$ cat src/rtl/serial_sub_pkg.sv
// Shared types and defaults for the bit-serial subtraction controller.
package serial_sub_pkg;

    localparam int unsigned DEFAULT_WIDTH = 8;

    typedef enum logic [1:0] {
        ST_IDLE = 2'd0,
        ST_RUN  = 2'd1,
        ST_DONE = 2'd2
    } state_t;

endpackage

$ cat src/rtl/fs.sv
// Single-bit full subtractor: d = a - b - c, bo = borrow out.
module fs (
    input  logic a,
    input  logic b,
    input  logic c,
    output logic d,
    output logic bo
);

    assign d  = a ^ b ^ c;
    assign bo = (~a & b) | (~(a ^ b) & c);

endmodule

$ cat src/rtl/serial_sub_ctrl.sv
// Bit-serial A - B controller: LSB-first through one fs cell, start/busy/done handshake.
module serial_sub_ctrl
    import serial_sub_pkg::*;
#(
    parameter int unsigned WIDTH = DEFAULT_WIDTH
) (
    input  logic             clk,
    input  logic             rst_n,
    input  logic             start,
    input  logic [WIDTH-1:0] a_in,
    input  logic [WIDTH-1:0] b_in,
    output logic             busy,
    output logic             done,
    output logic [WIDTH-1:0] diff,
    output logic             borrow_out
);

    localparam int unsigned CNT_W = $clog2(WIDTH) + 1;
    localparam logic [CNT_W-1:0] LAST_CNT = CNT_W'(WIDTH - 1);

    state_t           state_q;
    logic [WIDTH-1:0] a_sh_q;
    logic [WIDTH-1:0] b_sh_q;
    logic             brw_q;
    logic [CNT_W-1:0] cnt_q;
    logic             cell_d;
    logic             cell_bo;
    logic [WIDTH-1:0] a_sh_next;

    fs u_fs (
        .a  (a_sh_q[0]),
        .b  (b_sh_q[0]),
        .c  (brw_q),
        .d  (cell_d),
        .bo (cell_bo)
    );

    // Result bits enter the top of the minuend register as its bits are consumed,
    // so after WIDTH shifts it holds the complete difference.
    assign a_sh_next = {cell_d, a_sh_q[WIDTH-1:1]};

    always_ff @(posedge clk or negedge rst_n) begin
        if (!rst_n) begin
            state_q    <= ST_IDLE;
            a_sh_q     <= '0;
            b_sh_q     <= '0;
            brw_q      <= 1'b0;
            cnt_q      <= '0;
            diff       <= '0;
            borrow_out <= 1'b0;
        end else begin
            unique case (state_q)
                ST_IDLE: begin
                    if (start) begin
                        a_sh_q  <= a_in;
                        b_sh_q  <= b_in;
                        brw_q   <= 1'b0;
                        cnt_q   <= '0;
                        state_q <= ST_RUN;
                    end
                end
                ST_RUN: begin
                    a_sh_q <= a_sh_next;
                    b_sh_q <= b_sh_q >> 1;
                    brw_q  <= cell_bo;
                    cnt_q  <= cnt_q + CNT_W'(1);
                    if (cnt_q == LAST_CNT) begin
                        diff       <= a_sh_next;
                        borrow_out <= cell_bo;
                        state_q    <= ST_DONE;
                    end
                end
                ST_DONE: state_q <= ST_IDLE;
                default: state_q <= ST_IDLE;
            endcase
        end
    end

    assign busy = (state_q == ST_RUN);
    assign done = (state_q == ST_DONE);

endmodule

$ cat config.mk
export PLATFORM = sky130hd
export DESIGN_NAME = serial_sub_ctrl
export DESIGN_NICKNAME = d
export VERILOG_FILES = /design/src/rtl/serial_sub_pkg.sv /design/src/rtl/fs.sv /design/src/rtl/serial_sub_ctrl.sv
export SDC_FILE = /design/constraint.sdc
export NUM_CORES = 1
export LEC_CHECK = 0
export CORE_MARGIN = 8
export CORE_UTILIZATION = 30
export CTS_BUF_LIST = sky130_fd_sc_hd__clkbuf_4
export DETAILED_ROUTE_END_ITERATION = 6
export GPL_TIMING_DRIVEN = 1
export PLACE_DENSITY = 0.61
export RECOVER_POWER = 25
export SYNTH_ARGS = -nofsm -noshare
export SYNTH_HDL_FRONTEND = slang
export SYNTH_SLANG_ARGS = --single-unit
$ cat constraint.sdc
create_clock -name clk -period 1.45 [get_ports clk]
set_input_delay 0.29 -clock clk [delete_from_list [all_inputs] [get_ports clk]]
set_output_delay 0.29 -clock clk [all_outputs]
set_load 0.005 [all_outputs]
==> summary.md <==
| Metric | Value |
|---|---|
| Relative slew slack | 0.478 |
| Drt pass-1 iters | 4 |
| GRT Total Usage | 0.112 |
| Final worst slack | 57.1 ps |
| Antenna violations before repair | 0 |
| Final Cycle Share | 0.961 |
| Mean Syn Cell Area | 10.8 µm² |
| Netlist cell types | 21 |
| Cell Area, Placed | 1950 µm² |
| # nets final | 205 |
| Via count | 1224 |
| # rows | 25 |
| Core Area | roughly 4700 µm² |
| PortBufs | 29 |
| Combinational Power Share | 0.466 |
| Drt via density | 4.86 |
| Estimated wirelength of the detail-placed design | 2780 µm |
| Worst EP required | 1160 ps |
| Initial core utilization | 0.312 |
| Routed WL per cell | 15.4 µm |
| Register area share after synthesis | 0.543 |
| Critical path data arrival time | 1100 ps |
| Highest metal used | met4 |
| Commonest cells after routing, fill and taps aside | dfrtp_1, o21ai_0, clkdlybuf4s50_1, buf_4 |
| Syn_nets | 157 |
| Post-DRT Antenna Nets | 0 |
| Worst hold-check path type | register to register |
| Clock Power Share | 0.129 |
| CP Launch Type | register |
| Max-cap viol count | 0 |
| Mapped Area | 1470 µm² |
| Seq pwr share | 0.405 |
| # clock sinks | 32 |
| Setup violators final | 0 |
| Total congestion overflow | 0 |
| Largest net degree at the start of global routing | 33 |
| Power Total | 3.93 mW |
| Internal power | 2.50 mW |
| Area share of the largest cell type after synthesis | 0.543 |
| IR drop worst, VDD | roughly 0.00049 V |
| Die Wd | roughly 86 µm |
| Depth of the CTS H-tree | 2 |
| Root buf cell | clkbuf_4 |
| NetSw | 1.43 mW |
| Status | complete, no violations |
| P&R area growth vs syn | 37.6% |
| Setup repair after global routing missed its margin | true |
| DP Worst Slack | -79.9 ps |
| Hold-fix buffers, CTS | 0 |
| Critical path type | register to primary output |
| 1st-iter DRT viols | 60 |
| Power per cell area | between 1500 and 2000 nW/µm² |
| Clock slew at reported path FFs | 90 ps |
| Post-Route M1 WL | 1630 µm |
| Commonest non-fill, non-tap cell in the layout | dfrtp_1 |
| Worst Clk Skew | ~4.0 ps |
| Crit end category | primary output |
| Synth Warn # | 0 |
| IO Pins | 30 |
| Deepest clock path buffer count | 2 |
| Met2 Routed Length | ~1900 µm |
| Antenna diodes | 0 |
| Fin area | 2030 µm² |
| Max Slew Vio Count | 0 |
| Final WL | slightly below 4000 µm |
| Vias in the first global route | 1344 |
| Die H | 86.1 µm |
| R2R cell count | 5 |
| Leak pwr | 0.885 nW |
| First-pass GRT wire length | around 6500 µm |
| Largest cells by area after synthesis | dfrtp_1, a22oi_1, mux2_2 |
| Met3 routed WL | 248 µm |
| Crit path max fanout | 3 |
| Synth Register Bits | 32 |
| Max Freq | just over 700 MHz |
| TritonCTS clock tree | built |
| Sw Ratio | 0.363 |
| Leading area contributor after synthesis | dfrtp_1 |
| Gpl congestion | 0.779 |
| Min Tclk post-route | 1390 ps |
| Synth Instances | 136 |
| Die area | 7410 µm² |
| Final Hold Viols | 0 |
| Fin util | 0.429 |
| Number of CTS-inserted buffers | 5 |
| WHS Path Cells | 2 |
| Post-route DRC violation count | 0 |
| Worst skew pair latency | 320 ps |
| Worst slew pin tran | 783 ps |
| Layout cells sized above 1 | 0.232 |
cells in the mapped netlist:
library cell  number
inv_1              4
o21bai_1           1
nor2_1             2
o311ai_0           1
nand2_1            7
a22o_1             2
buf_2              3
a22oi_1           15
o21ai_0           18
nand3_1            2
nor3_4             1
ha_1               1
mux2i_1            1
clkbuf_1           4
nand2b_2           1
nor2b_1           16
a21oi_1           14
a2bb2oi_1          1
fa_1               1
mux2_2             9
dfrtp_1           32
worst max-delay path, cell delays in order (launching register included):
cell	delay, ps
dfrtp_1	410
buf_6	130
nand2b_4	80
inv_2	50
buf_6	110
registers in the layout, indices dropped and copies added, names as in the netlist:
register,cells
a_sh_q,8
b_sh_q,8
diff,8
cnt_q,4
state_q,2
borrow_out,1
brw_q,1
layer usage:
metal  track usage  vias to the layer above
met5             0                        -
met4        0.0653                        0
met3        0.0392                       10
met2         0.177                       36
met1         0.127                      595
li1              -                      583
cell families after synthesis:
kind of cell / share of synthesized area
compound gates: 0.214
fa+ha+maj: 0.0221
buf+inv: 0.0306
flops: 0.543
mux: 0.0756
simple gates: 0.115
worst paths after layout:
check | from | to | slack, ps
worst max-delay path | state_q[0] | busy | 60
worst min-delay path | b_sh_q[1] | b_sh_q[1] | 490
worst max register to register | cnt_q[1] | diff[3] | 60
worst min register to register | b_sh_q[1] | b_sh_q[1] | 490
max in group asynchronous | rst_n | b_sh_q[7] | 370
min in group asynchronous | rst_n | b_sh_q[0] | 580
power by group through the flow:
stage                     Sequential (mW)  Clock (mW)  Combinational, mW
after floorplan                      1.55           0              0.979
after global placement               1.59           0               1.72
after detailed placement             1.63           0               1.77
after CTS                            1.59       0.525               1.80
after global routing                 1.65       0.576               2.05
final                                1.59       0.507               1.83
through the flow:
stage | setup TNS (ps) | cells | hold WS [ps]
floorplan | 0 | 136 | -5.59
global placement | -183 | 239 | 467
detailed placement | -1010 | 239 | 472
CTS | 0 | 251 | 324
global route | -10.6 | 252 | 530
finish | 0 | 252 | 492
final cells by class:
class                      count  area [µm²]
fill                         448        2700
tap                           67        83.8
timing repair buffer          48         432
clock inverter                 1        3.75
multi-input combinational     93         641
inverter                       4        15.0
sequential                    32         801
clock buffer                   7        52.6
timing repair:
action / CTS / global route
setup buffers: 4 / 1
gates resized for setup: 16 / 9
pin swaps: 0 / 0
setup endpoints to repair: 19 / 19
(Power assumes the default switching activity.)
